### src/rtl/cpu_ctrl.sv
// cpu_ctrl: privileged control registers, stall/flush arbitration, precise
// exception/interrupt entry at MEM, WRCR/EXRT execution and IF redirect PC.
// Ports:
//   clk, reset_                 clock, async active-low reset
//   creg_rd_addr/creg_rd_data   decoder control-register read (comb)
//   exe_mode                    current execution mode (registered)
//   irq, int_detect             interrupt requests / enabled+unmasked pending
//   if_busy, mem_busy, ld_hazard  stall sources
//   mem_*                       MEM-stage instruction info and WRCR data
//   *_stall, *_flush, new_pc    pipeline control (comb)
module cpu_ctrl (
  input  logic        clk,
  input  logic        reset_,
  input  logic [4:0]  creg_rd_addr,
  output logic [31:0] creg_rd_data,
  output logic        exe_mode,
  input  logic [7:0]  irq,
  output logic        int_detect,
  input  logic        if_busy,
  input  logic        mem_busy,
  input  logic        ld_hazard,
  input  logic        mem_en,
  input  logic [29:0] mem_pc,
  input  logic        mem_br_flag,
  input  logic [1:0]  mem_ctrl_op,
  input  logic [4:0]  mem_dst_addr,
  input  logic [2:0]  mem_exp_code,
  input  logic [31:0] mem_out,
  output logic        if_stall,
  output logic        id_stall,
  output logic        ex_stall,
  output logic        mem_stall,
  output logic        if_flush,
  output logic        id_flush,
  output logic        ex_flush,
  output logic        mem_flush,
  output logic [29:0] new_pc
);

  localparam int unsigned PC_W = 30;

  localparam logic       MODE_KERNEL = 1'b0;
  localparam logic [1:0] OP_WRCR     = 2'd1;
  localparam logic [1:0] OP_EXRT     = 2'd2;
  localparam logic [2:0] EXP_NONE    = 3'd0;
  localparam logic [2:0] EXP_EXT_INT = 3'd1;

  localparam logic [4:0] CR_STATUS     = 5'd0;
  localparam logic [4:0] CR_PRE_STATUS = 5'd1;
  localparam logic [4:0] CR_EPC        = 5'd2;
  localparam logic [4:0] CR_EXP_VECTOR = 5'd3;
  localparam logic [4:0] CR_CAUSE      = 5'd4;
  localparam logic [4:0] CR_INT_MASK   = 5'd5;
  localparam logic [4:0] CR_IRQ        = 5'd6;

  logic            int_en;
  logic            pre_exe_mode;
  logic            pre_int_en;
  logic [PC_W-1:0] epc;
  logic [PC_W-1:0] exp_vector;
  logic            dly_flag;
  logic [2:0]      exp_code;
  logic [7:0]      int_mask;

  logic            stall;
  logic            mem_go;
  logic            take_exc;
  logic            take_int;
  logic            take_trap_c;
  logic            do_exrt;
  logic            do_wrcr;
  logic            flush_all;
  logic [2:0]      trap_code;

  // Control register read port; no bypass from a same-cycle WRCR
  always_comb begin
    creg_rd_data = 32'h0;
    case (creg_rd_addr)
      CR_STATUS:     creg_rd_data = {30'h0, int_en, exe_mode};
      CR_PRE_STATUS: creg_rd_data = {30'h0, pre_int_en, pre_exe_mode};
      CR_EPC:        creg_rd_data = {epc, 2'b00};
      CR_EXP_VECTOR: creg_rd_data = {exp_vector, 2'b00};
      CR_CAUSE:      creg_rd_data = {28'h0, dly_flag, exp_code};
      CR_INT_MASK:   creg_rd_data = {24'h0, int_mask};
      CR_IRQ:        creg_rd_data = {24'h0, irq};
      default:       creg_rd_data = 32'h0;
    endcase
  end

  assign int_detect = int_en & (|(irq & ~int_mask));

  assign stall     = if_busy | mem_busy;
  assign if_stall  = stall | ld_hazard;
  assign id_stall  = stall;
  assign ex_stall  = stall;
  assign mem_stall = stall;

  // Event priority at MEM: exception > interrupt > EXRT > WRCR
  assign mem_go      = mem_en & ~stall;
  assign take_exc    = mem_go & (mem_exp_code != EXP_NONE);
  assign take_int    = mem_go & ~take_exc & int_detect;
  assign take_trap_c = take_exc | take_int;
  assign do_exrt     = mem_go & ~take_trap_c & (mem_ctrl_op == OP_EXRT);
  assign do_wrcr     = mem_go & ~take_trap_c & (mem_ctrl_op == OP_WRCR);
  assign flush_all   = take_trap_c | do_exrt;
  assign trap_code   = take_exc ? mem_exp_code : EXP_EXT_INT;

  // ld_hazard bubbles ID/EX even without another event
  assign if_flush  = flush_all;
  assign id_flush  = flush_all | (ld_hazard & ~stall);
  assign ex_flush  = flush_all;
  assign mem_flush = flush_all;

  always_comb begin
    new_pc = '0;
    if (take_trap_c)  new_pc = exp_vector;
    else if (do_exrt) new_pc = epc;
  end

  // Control register state
  always_ff @(posedge clk or negedge reset_) begin
    if (!reset_) begin
      exe_mode     <= MODE_KERNEL;
      int_en       <= 1'b0;
      pre_exe_mode <= 1'b0;
      pre_int_en   <= 1'b0;
      epc          <= '0;
      exp_vector   <= '0;
      dly_flag     <= 1'b0;
      exp_code     <= 3'd0;
      int_mask     <= 8'hFF;
    end else if (take_trap_c) begin
      // Branch-slot faults resume at the branch itself
      epc          <= mem_br_flag ? (mem_pc - PC_W'(1)) : mem_pc;
      dly_flag     <= mem_br_flag;
      exp_code     <= trap_code;
      pre_exe_mode <= exe_mode;
      pre_int_en   <= int_en;
      exe_mode     <= MODE_KERNEL;
      int_en       <= 1'b0;
    end else if (do_exrt) begin
      exe_mode <= pre_exe_mode;
      int_en   <= pre_int_en;
    end else if (do_wrcr) begin
      case (mem_dst_addr)
        CR_STATUS: begin
          int_en   <= mem_out[1];
          exe_mode <= mem_out[0];
        end
        CR_PRE_STATUS: begin
          pre_int_en   <= mem_out[1];
          pre_exe_mode <= mem_out[0];
        end
        CR_EPC:        epc        <= mem_out[31:2];
        CR_EXP_VECTOR: exp_vector <= mem_out[31:2];
        CR_CAUSE: begin
          dly_flag <= mem_out[3];
          exp_code <= mem_out[2:0];
        end
        CR_INT_MASK:   int_mask   <= mem_out[7:0];
        default: ;
      endcase
    end
  end

endmodule

### config.mk
export PLATFORM = sky130hd
export DESIGN_NAME = cpu_ctrl
export DESIGN_NICKNAME = d
export VERILOG_FILES = /design/src/rtl/cpu_ctrl.sv
export SDC_FILE = /design/constraint.sdc
export NUM_CORES = 1
export LEC_CHECK = 0
export ABC_AREA = 1
export ABC_CLOCK_PERIOD_IN_PS = 2550
export CAP_MARGIN = 20
export CORE_UTILIZATION = 47
export CTS_BUF_LIST = sky130_fd_sc_hd__clkbuf_8
export CTS_CLUSTER_SIZE = 25
export DETAILED_ROUTE_END_ITERATION = 7
export GPL_ROUTABILITY_DRIVEN = 0
export PLACE_DENSITY = 0.81
export SLEW_MARGIN = 20
export SYNTH_ARGS = -nofsm -noshare
export SYNTH_HDL_FRONTEND = slang
export SYNTH_SLANG_ARGS = --single-unit
### constraint.sdc
create_clock -name clk -period 2.55 [get_ports clk]
set_clock_uncertainty 0.05 [all_clocks]
set_input_delay 0.3825 -clock clk [delete_from_list [all_inputs] [get_ports clk]]
set_output_delay 0.3825 -clock clk [all_outputs]
set_load 0.02 [all_outputs]
==> results.toml, run 1 <==
[synthesis]
synth_mux_area_frac = 0
ys_seq_area_frac = 0.3652
synth_nets = 876
synth.distinct_cells = 37
synth_top_area_frac = 0.3250
avgSynthCellArea_sq_um = 6.686
syn_inst = 783
synth-async-reset-ratio = 1.000
synth.yosys.warnings = 0
synth_edf_count = 0
synth-xor-area-share = 0.02175
synth_simple_gate_area_frac = 0.2988
synth_top_family_by_area = "simple AND/OR/NAND/NOR gates"
yosysTopAreaCell = "dfrtp_1"
synth_area_sq_um = 5235
synth_fa_ha_area_frac = 0.002390
synth_compound_area_frac = 0.1745
synth_flop_cell = "dfrtp_1"
synth_area_leaders = "dfrtp_1, nand2_1, inv_1"
synth-seq-cells = 76

[placement]
place_area_sq_um = 7239
portBuffers = 163
dpl_worst_slack_ps = -297.0
hpwl_um = 12150

[finish]
drive_above_1_share = 0.1546
multiInputGateArea_sq_um = 2699
final_common_cell = "nand2_1"
fill_cells = 906
seqCellArea_sq_um = 1912
nNetsFinal = 1065
design_area_sq_um = 7596
synthToLayoutAreaGrowth_pct = 45.10
final_cell_mix = "nand2_1, inv_1, clkdlybuf4s50_1, o21ai_0, dfrtp_1"
insertedDiodeCount = 0

[timing]
post-route-period-util = 1.022
min_period_ps = 2606
finalSetupTns_ps = -271.1
relSlewSlack = 0.6149
rsz0062_at_grt = "true"
hold_ws_ps = 442.0
setup_viol = 9
hold_viol = 0
slew_viol_final = 0
timing.fmax_ghz = 0.3837
tightest_slew_ps = 577.6
fin_ws_ps = -56.45

[route]
ant_nets = 0
vias = 5842
drtIter0Drc = 568
drt_pre_antenna_iters = 5
drc = 0
drt_wl_total_um = 16400
wl_per_cell_um = 14.68
vias_per_cell = 5.230

[job]
maxCapViolations = 0

[global_route]
grt_pass1_wl_um = 25530
grt_max_degree = 46
gr-total-overflow = 0
grt.total_usage = 0.2810
grt_pass1_vias = 5306
antenna_found_initial = 0

[floorplanning]
chipWidth_um = 107.5
initial_core_util = 0.4829
core.rowCount = 38
die_area_sq_um = 11560
ioPinCount = 164
coreArea_sq_um = 10840
die-height_um = 107.5

[power_and_ir_drop]
finalPower_w = 0.003330
p_leak_nw = 4.086
powerDensity_nw_per_um2 = 438.3
ir_drop_mv = 0.3204

[cts]
ctsHtreeMaxLevel = 3
cts_buffers = 9
cts_sinks = 76
clock_latency_ps = 350
cts_root_buf = "clkbuf_8"
cts_tree = "yes"
cts_buffer_depth = 2
cts.clk_slew.worst_paths_ps = 90

[worst_hold_path]
hold_path.class = "flop to flop"
min_from = "epc[25]"
holdPathEnd = "epc[25]"
hold_path_depth = 2

[critical_path]
crit_required_ps = 2120
crit_type = "flop to primary output"
reg2reg_slack_ps = 260
start_kind = "flop"
reg2reg_from = "int_mask[2]"
critPathMaxFanout = 12
arrival_ps = 2170
ff2ff_path_depth = 15
reg2reg_to = "epc[28]"
worst_setup_path_end_kind = "primary output"

[outcome]
violations = "setup timing"
status = "complete, but fails checks"
## state kept, by name, indices dropped and copies added, names as in the netlist
name,count
dly_flag,1
int_mask,8
int_en,1
exp_code,3
exp_vector,30
epc,30
exe_mode,1
pre_exe_mode,1
pre_int_en,1
## cells by family (layout without fill, tap and decap cells)
family / Yosys count / count (layout)
compound gates: 160 / 160
xor+xnor: 13 / 13
fa+ha+maj: 1 / 1
simple gates: 368 / 368
buf+inv: 165 / 359
flops: 76 / 76
## worst max path at each step
stage | from | endpoint | depth (start not counted)
floorplan | int_mask[0] | if_flush | 10
global placement | irq[6] | new_pc[6] | 11
detailed placement | creg_rd_addr[0] | creg_rd_data[7] | 8
CTS | creg_rd_addr[4] | creg_rd_data[20] | 6
global route | int_mask[4] | new_pc[27] | 10
finish | int_mask[2] | new_pc[27] | 10
## per-stage QoR
stage	utilization	std cells
floorplan	-	783
global placement	0.6678	1098
global route	0.7007	1117
detailed placement	0.6678	1098
CTS	0.6944	1115
finish	0.7007	1117
## routing by layer
metal  GRT usage  part of all wire  vias up
met5           0                 0        -
met4     0.06947             0.022        0
met3     0.05085             0.065       26
met2      0.4560              0.47      225
met1      0.3863              0.44     2694
li1            -                 -     2897
## layout make-up
class | count | area share
multi-input combinational | 542 | 0.3553
tap | 140 | 0.02306
clock inverter | 6 | 0.01466
clock buffer | 10 | 0.01812
inverter | 129 | 0.06375
timing repair buffer | 214 | 0.2734
sequential | 76 | 0.2517
## power breakdown
| group | internal, W | switching, W | total [W] | leakage (nW) |
|---|---|---|---|---|
| Combinational | 0.000353 | 0.000429 | 0.000782 | 3.13 |
| Clock | 0.000679 | 0.000477 | 0.00116 | 0.128 |
| Sequential | 0.00133 | 0.0000629 | 0.00139 | 0.823 |
| Total | 0.00236 | 0.000969 | 0.00333 | 4.09 |
## synth_stat cells, types with 9 or more instances
library cell and instances:
nand3_1 40, inv_1 127, dfrtp_1 68, nand2_1 246, nor2_1 45, buf_4 10, o21ai_0 84, xor2_1 12
o22ai_1 62, nand4_1 9, buf_2 10
## critical path, cell delays in order (launching register included)
cell and delay [ps]:
dfstp_2 530, inv_1 60, nand2_1 100, nand2_2 80, nor2_4 100, nand2_4 70
nand2_4 80, nand4_1 140, buf_4 240, o22ai_1 140, clkdlybuf4s15_2 280
## timing repair
action	CTS	global route
pin swaps	0	7
hold endpoints to repair	14	0
hold buffers	1	0
gates resized for setup	115	88
setup endpoints to repair	66	63
cloned	0	1
setup buffers	0	1
No activity file was read; power rests on OpenSTA's default activity.
==> inputs of run 2 (changes only) <==
CORE_MARGIN = 2   (was unset)
SLEW_MARGIN = unset   (was 20)
==> results.toml, run 2 (same netlist as run 1, synthesis figures left out) <==
[critical_path]
ff2ff_path_depth = 14
reg2reg_slack_ps = 190
cp-endpoint = "new_pc[1]"
critPathMaxFanout = 10
startpoint = "int_mask[4]"
reg2reg_from = "int_mask[4]"
start_kind = "flop"
reg2reg_to = "epc[4]"
worst_setup_path_end_kind = "primary output"
crit_type = "flop to primary output"
crit_required_ps = 2120
arrival_ps = 2110

[global_route]
antenna_found_initial = 0
grt.total_usage = 0.2949
grt_max_degree = 77
grt_pass1_vias = 5675
grt_pass1_wl_um = 27230
busiest_layer = "met2"
gr-usage-met2 = 0.4929
met3_usage = 0.04861
gr-total-overflow = 0
grtUsageMet1 = 0.3819

[outcome]
status = "finished clean"

[cts]
cts_sinks = 76
cts_buffers = 9
cts_buffer_depth = 2
clock_latency_ps = 370
holdBufCountCts = 0
cts_tree = "yes"
cts.clk_slew.worst_paths_ps = 90
cts_root_buf = "clkbuf_8"
ctsHtreeMaxLevel = 3

[power_and_ir_drop]
powerDensity_nw_per_um2 = 432.7
ir_drop_mv = 0.2453
finalPower_w = 0.003312
p_leak_nw = 3.982

[route]
drc = 0
drt_wl_total_um = 17270
drtIter0Drc = 374
wl_per_cell_um = 15.54
ant_nets = 0
vias_per_cell = 5.294
vias = 5882
drt_pre_antenna_iters = 5

[placement]
hpwl_um = 12450
portBuffers = 163
place_area_sq_um = 7167

[timing]
rsz0062_at_grt = "true"
post-route-period-util = 0.9981
setup_viol = 0
timing.fmax_ghz = 0.3929
hold_ws_ps = 91.92
relSlewSlack = 0.3417
hold_viol = 0
min_period_ps = 2545
slew_viol_final = 0
tightest_slew_ps = 987.5

[floorplanning]
die_area_sq_um = 12000
coreArea_sq_um = 10840
core.rowCount = 38
initial_core_util = 0.4829
die-height_um = 109.5
chipWidth_um = 109.5
ioPinCount = 164

[finish]
final_cell_mix = "nand2_1, inv_1, clkdlybuf4s50_1, o21ai_0, dfrtp_1"
insertedDiodeCount = 0
multiInputGateArea_sq_um = 2810
seqCellArea_sq_um = 1912
synthToLayoutAreaGrowth_pct = 46.22
fill_cells = 920
nNetsFinal = 1059
final_common_cell = "nand2_1"
design_area_sq_um = 7655
final_core_util = 0.7061
drive_above_1_share = 0.1771
largest_registers = "epc: 30 flops, exp_vector: 30 flops, int_mask: 8 flops"

[worst_hold_path]
hold_path.class = "input pin to async pin"

[job]
maxCapViolations = 0
run 2: changes by cell type in the layout (fill, tap and decap cells not counted), moves of 2 or more:
cell | previous run | this run
dlygate4sd2_1 | 12 | 10
buf_6 | 3 | 25
buf_4 | 53 | 44
buf_2 | 6 | 4
o22ai_4 | 0 | 3
o22ai_1 | 60 | 40
o22ai_2 | 2 | 19
dlymetal6s2s_1 | 19 | 11
clkdlybuf4s15_1 | 1 | 4
nand2_2 | 8 | 10
nand2_4 | 3 | 1
clkdlybuf4s15_2 | 9 | 0
run 2: worst min-delay path by stage:
stage	startpoint	end	slack [ps]	cells after the start
global placement	epc[28]	epc[28]	420	2
detailed placement	epc[28]	epc[28]	420	2
finish	reset_	exe_mode	90	1
global route	reset_	exp_code[1]	200	1
floorplan	reset_	dly_flag	40	0
CTS	reset_	epc[23]	150	1
run 2: timing repair:
action / CTS / global route
resized for setup: 222 / 80
endpoints found under the setup margin: 76 / 91
pin swaps: 2 / 5
buffers inserted: 2 / 3
hold endpoints to repair: 0 / 0
cloned: 2 / 0
run 2: power by group:
part / total [W] / switching [W] / internal, W
clock: 0.00111 / 0.000497 / 0.000608
combinational: 0.000817 / 0.000451 / 0.000366
sequential: 0.00139 / 0.0000614 / 0.00133
total: 0.00331 / 0.00101 / 0.00230
run 2: layer usage:
metal	up-vias	wire [um]
met2	217	8267
met5	-	0
met4	0	532
met3	37	1098
met1	2742	7372
li1	2886	-
run 2: through the flow:
step	cells	setup WS (ps)	TNS [ps]
after floorplan	783	404.7	0
after global placement	1090	-278.6	-13470
after detailed placement	1090	-339.3	-18880
after CTS	1110	-155.5	-1574
after global routing	1111	-88.66	-1515
final	1111	4.850	0
run 2: cell type report:
type                            count  share of cell area
Multi-Input combinational cell    542              0.3671
Timing Repair Buffer              208              0.2659
Sequential cell                    76              0.2498
Inverter                          129             0.06375
Tap cell                          140             0.02288
Clock buffer                       11             0.01978
Clock inverter                      5             0.01079
run 2: critical path, stage by stage (launching register included):
cell and delay [ps]:
dfstp_2 520, inv_1 60, nand2_1 70, nand2_2 60
nor2_2 120, nand2_2 90, nand2_2 90, nand4_1 200
buf_6 230, o22ai_1 140, buf_4 170
==> patch 1 (flow settings as in run 2) <==
`MODE_KERNEL`: 1'b0 -> 1'b1.
--- a/src/rtl/cpu_ctrl.sv
+++ b/src/rtl/cpu_ctrl.sv
@@ -40,5 +40,5 @@
   localparam int unsigned PC_W = 30;
 
-  localparam logic       MODE_KERNEL = 1'b0;
+  localparam logic       MODE_KERNEL = 1'b1;
   localparam logic [1:0] OP_WRCR     = 2'd1;
   localparam logic [1:0] OP_EXRT     = 2'd2;
Behaviour: not the same (a bounded check fails within 4 cycles, from zero or initial values and one cycle with reset_ low).
==> patch 1 against run 2 <==
  * Worst setup slack worse by 0.057 ns
  * Critical endpoint is now new_pc[3]
  * First-iteration DRC count is 14% higher
  * Sequential cell count stayed put
  * Synthesized cell count stayed put
  * Area after synthesis is 3.8% higher
  * Utilization is 0.99 points lower
  * Via count is 0.54% higher
  * The run now ends with setup timing left
  * Non-clock buffer count is 9 higher
  * Routed wire length is 2.1% lower
  * Cell area is 3.4% higher
  * Final cell count is 1.1% higher
  * Total power is 1.9% lower
  * Highest routed layer unchanged
==> patch 1: results (changes against run 2) <==
Worst setup path
  – R2R setup slack: 0.35 ns (+0.16 ns)
  – Crit Path Max Fanout: 7 (-3)
  – Worst EP arrival: 2.17 ns (+0.06 ns)

Synthesis
  – Mean post-synth cell area: 6.94 um^2 (+3.8%)
  – Post-synth cell types: 39 (+5.4%)
  – Ranking of synthesized cells by area: dfrtp_1 (31%), nand2_1 (16%), inv_1 (8.4%)
  – Seq/Total Area, Yosys: 0.352 (-0.0133)
  – Synth cell count leaders: nand2_1 (230), inv_1 (121), dfrtp_1 (67)

GRT
  – Largest net degree at the start of global routing: 45 (-42%)
  – Vias in the first global route: 5636 (-0.69%)
  – First-pass GRT wire length: 26800 um (-1.7%)
  – Gr usage total: 0.264 (-0.0309)

Power and ir drop
  – Maximum vdd drop: 0.360 mV (+47%)
  – P_leak: 0.00393 uW (-1.4%)
  – Sw frac: 0.305 (about the same)

Layout
  – Share of cells above drive strength 1: 0.226 (+0.0484)

Timing
  – Final setup fails: 9 (+9)
  – Final WS setup: -0.0517 ns (-0.0565 ns)
  – Hold Slack: 0.440 ns (+0.348 ns)

Run status
  – Failing checks: setup timing
  – Status: finished with violations

Hold path
  – Worst Hold Class: flop to flop

Placed design
  – Hpwl dp: 12400 um (-0.67%)
  – Dpl cells: 1093 (+0.28%)
  – Pre-CTS WS: -0.321 ns (+0.0182 ns)

Detailed routing
  – First-iteration detailed-routing DRC count: 427 (+14%)
  – Drt pass-1 iters: 5 (unchanged)
  – Vias: 5914 (+0.54%)
  – WL/cell: 15.1 um (-3.1%)
## patch 1: cell types whose count changed after synthesis, moves of 3 or more
cell	before	now
nand3_1	40	44
o21ai_2	0	30
buf_6	5	12
nand2_2	3	14
inv_1	127	121
o21ai_1	0	18
o21ai_0	84	33
nand2_1	246	230
inv_2	1	7
nor2_4	4	1
## patch 1: how the worst max path moves through the flow
| stage | startpoint | depth (start not counted) | end | slack, ns |
|---|---|---|---|---|
| final | int_mask[4]$_DFFE_PN1P_ | 12 | new_pc[3] | -0.05 |
| after floorplan | int_mask[3]$_DFFE_PN1P_ | 10 | if_flush | 0.37 |
| after detailed placement | irq[0] | 11 | new_pc[15] | -0.32 |
| after CTS | int_mask[3]$_DFFE_PN1P_ | 11 | new_pc[23] | -0.08 |
| after global routing | int_mask[7]$_DFFE_PN1P_ | 11 | new_pc[16] | -0.18 |
| after global placement | irq[0] | 11 | new_pc[27] | -0.24 |
## patch 1: worst min-delay path, cell delays in order, from the launching register on
cell and delay [ns]:
dfrtp_1 0.35, nand2_1 0.05, nand2_1 0.06
## patch 1: through the flow
step / cell area (um^2) / TNS (ns) / util
2_1_floorplan: 5440 / 0 / -
4_1_cts: 7490 / -0.255 / 0.658
5_1_grt: 7920 / -3.03 / 0.696
3_5_place_dp: 7380 / -13.79 / 0.649
6_report: 7920 / -0.237 / 0.696
3_3_place_gp: 7380 / -12.25 / 0.649
## patch 1: power groups by stage
stage          combinational (uW)  sequential, uW  clock [uW]
6_report                      845            1390        1020
5_1_grt                       929            1400        1090
4_1_cts                       777            1390        1030
3_5_place_dp                  800            1410           0
3_3_place_gp                  789            1410           0
2_1_floorplan                 401            1400           0
## patch 1: what timing repair did
action | 4_1_cts | 5_1_grt
gates resized for setup | 176 | 123
buffers inserted | 3 | 8
cloned | 0 | 2
setup endpoints to repair | 67 | 57
pin swaps | 2 | 8
hold endpoints to repair | 24 | 0
hold buffers | 1 | 0
## patch 1: cell families after synthesis
family                   after synthesis  synth area share
AND/OR/NAND/NOR                      372             0.299
flip-flops                            76             0.352
XOR/XNOR                              14            0.0226
adder cells (fa/ha/maj)                1           0.00230
buffers and inverters                164             0.139
AO/OA/AOI/OAI                        156             0.186
## patch 1: area by class of cell
type / count / area [um^2]
Multi-Input combinational cell: 543 / 3000
Inverter: 128 / 480
Tap cell: 143 / 179
Timing Repair Buffer: 217 / 2130
Clock buffer: 9 / 124
Sequential cell: 76 / 1910
Clock inverter: 7 / 92.6
Fill cell: 935 / 3450
## patch 1: layer usage
metal	wire length, um	global-route usage	part of all wire	up-vias
met2	8080	0.435	0.48	211
met5	0	0	0	-
li1	-	-	-	2913
met4	367	0.0807	0.022	0
met1	7530	0.362	0.45	2763
met3	931	0.0392	0.055	27
==> patch 2 (flow settings as in run 2) <==
Without the edit above. Make the reset (`reset_`) synchronous in one clocked block. Comments in the files are not updated.
--- a/src/rtl/cpu_ctrl.sv
+++ b/src/rtl/cpu_ctrl.sv
@@ -119,5 +119,5 @@
 
   // Control register state
-  always_ff @(posedge clk or negedge reset_) begin
+  always_ff @(posedge clk) begin
     if (!reset_) begin
       exe_mode     <= MODE_KERNEL;
Behaviour: differs if reset_ is asserted again (counterexample within 4 cycles, from zero or initial values and one cycle with reset_ low); with reset_ held inactive, the same outputs for 4 cycles.
==> patch 2 against run 2 <==
  * Sequential cell count did not move
  * Routed wire length rose by 0.71%
  * Largest cell class unchanged
  * Total power fell by 21%
  * Count of clock-buffer cells in the layout fell by 2
  * Cell area fell by 5.3%
  * Critical path type is now input pin to output port
  * Worst setup slack improved by 0.068 ns
  * Area after synthesis rose by 1.7%
==> patch 2: results (changes against run 2) <==
Run status
  – Status: complete, no violations

Timing
  – Slew Limit Headroom: 0.519 (+0.177)
  – Fmax: 0.404 GHz (+2.8%)
  – Hold Slack: 0.432 ns (+0.340 ns)

Placed design
  – DP Area: 7350 um^2 (+2.5%)
  – Hpwl dp: 13300 um (+6.9%)
  – Pre-CTS WS: -0.350 ns (-0.0102 ns)

GRT
  – Met3 usage: 0.0428 (-0.00580)
  – Met1 usage: 0.388 (+0.00566)
  – Gr usage total: 0.285 (-0.00945)
  – First-pass GRT wire length: 29200 um (+7.4%)
  – Largest net degree at the start of global routing: 42 (-45%)

Hold path
  – Worst Hold Class: flop to flop

Worst setup path
  – CP max stage delay: 0.49 ns (-0.03 ns)
  – CP dominant cell by count: nand2_1
  – Delay-heaviest family, CP: buffers and inverters
  – Worst EP arrival: 2.04 ns (-0.07 ns)
  – Worst reg2reg startpoint: int_mask[0]$_SDFFE_PN1P_
  – R2R setup slack: 0.45 ns (+0.26 ns)
  – FF-to-FF End: epc[7]$_SDFFE_PN0P_
  – CP max-delay cell: clkdlybuf4s50_1
  – Crit Path Max Fanout: 15 (+5)

Synthesis
  – Mean post-synth cell area: 5.77 um^2 (-14%)
  – Seq/Total Area, Yosys: 0.286 (-0.0795)
  – Async S/R FF share, synth: 0 (-1.00)
  – Syn_nets: 1016 (+16%)

Detailed routing
  – WL/cell: 14.0 um (-10%)
  – First-iteration detailed-routing DRC count: 564 (+51%)

Power and ir drop
  – P_leak: 0.00355 uW (-11%)
patch 2: changes by cell type after synthesis, sizes merged, moves of 10 or more:
cell,change
inv,+21
nor2,+164
nand2,-52
dfrtp,-68
dfxtp,+76
o21ai,-10
patch 2: worst max path at each step:
| stage | to | cells after the start |
|---|---|---|
| final | new_pc[22] | 11 |
| after global routing | new_pc[22] | 11 |
| after CTS | new_pc[17] | 11 |
| after detailed placement | new_pc[21] | 11 |
| after global placement | new_pc[17] | 11 |
| after floorplan | if_flush | 11 |
patch 2: cell type report:
type | instances | area (um^2)
fillers | 1070 | 3690
multi-input cells | 655 | 3030
repair buffers | 210 | 1770
flip-flops and latches | 76 | 1520
inverters | 149 | 559
well taps | 140 | 175
clock buffers | 9 | 124
clock inverters | 7 | 63.8
patch 2: where the power goes:
| group | internal [uW] | switching (uW) | total, uW |
|---|---|---|---|
| Combinational | 241 | 268 | 508 |
| Sequential | 1210 | 10.4 | 1220 |
| Clock | 377 | 514 | 891 |
| Total | 1830 | 792 | 2620 |
patch 2: cell families (layout without fill, tap and decap cells):
family | after synthesis | in the layout | share of synthesized area
buffers and inverters | 192 | 375 | 0.146
flip-flops | 76 | 76 | 0.286
adder cells (fa/ha/maj) | 1 | 1 | 0.00235
XOR/XNOR | 8 | 8 | 0.0132
AO/OA/AOI/OAI | 155 | 155 | 0.169
AND/OR/NAND/NOR | 491 | 491 | 0.383
patch 2: layer usage:
layer  routed length (um)  part of all wire
met1                 7900              0.45
met2                 7950              0.46
met3                 1300             0.074
met4                  255             0.015
met5                    0                 0
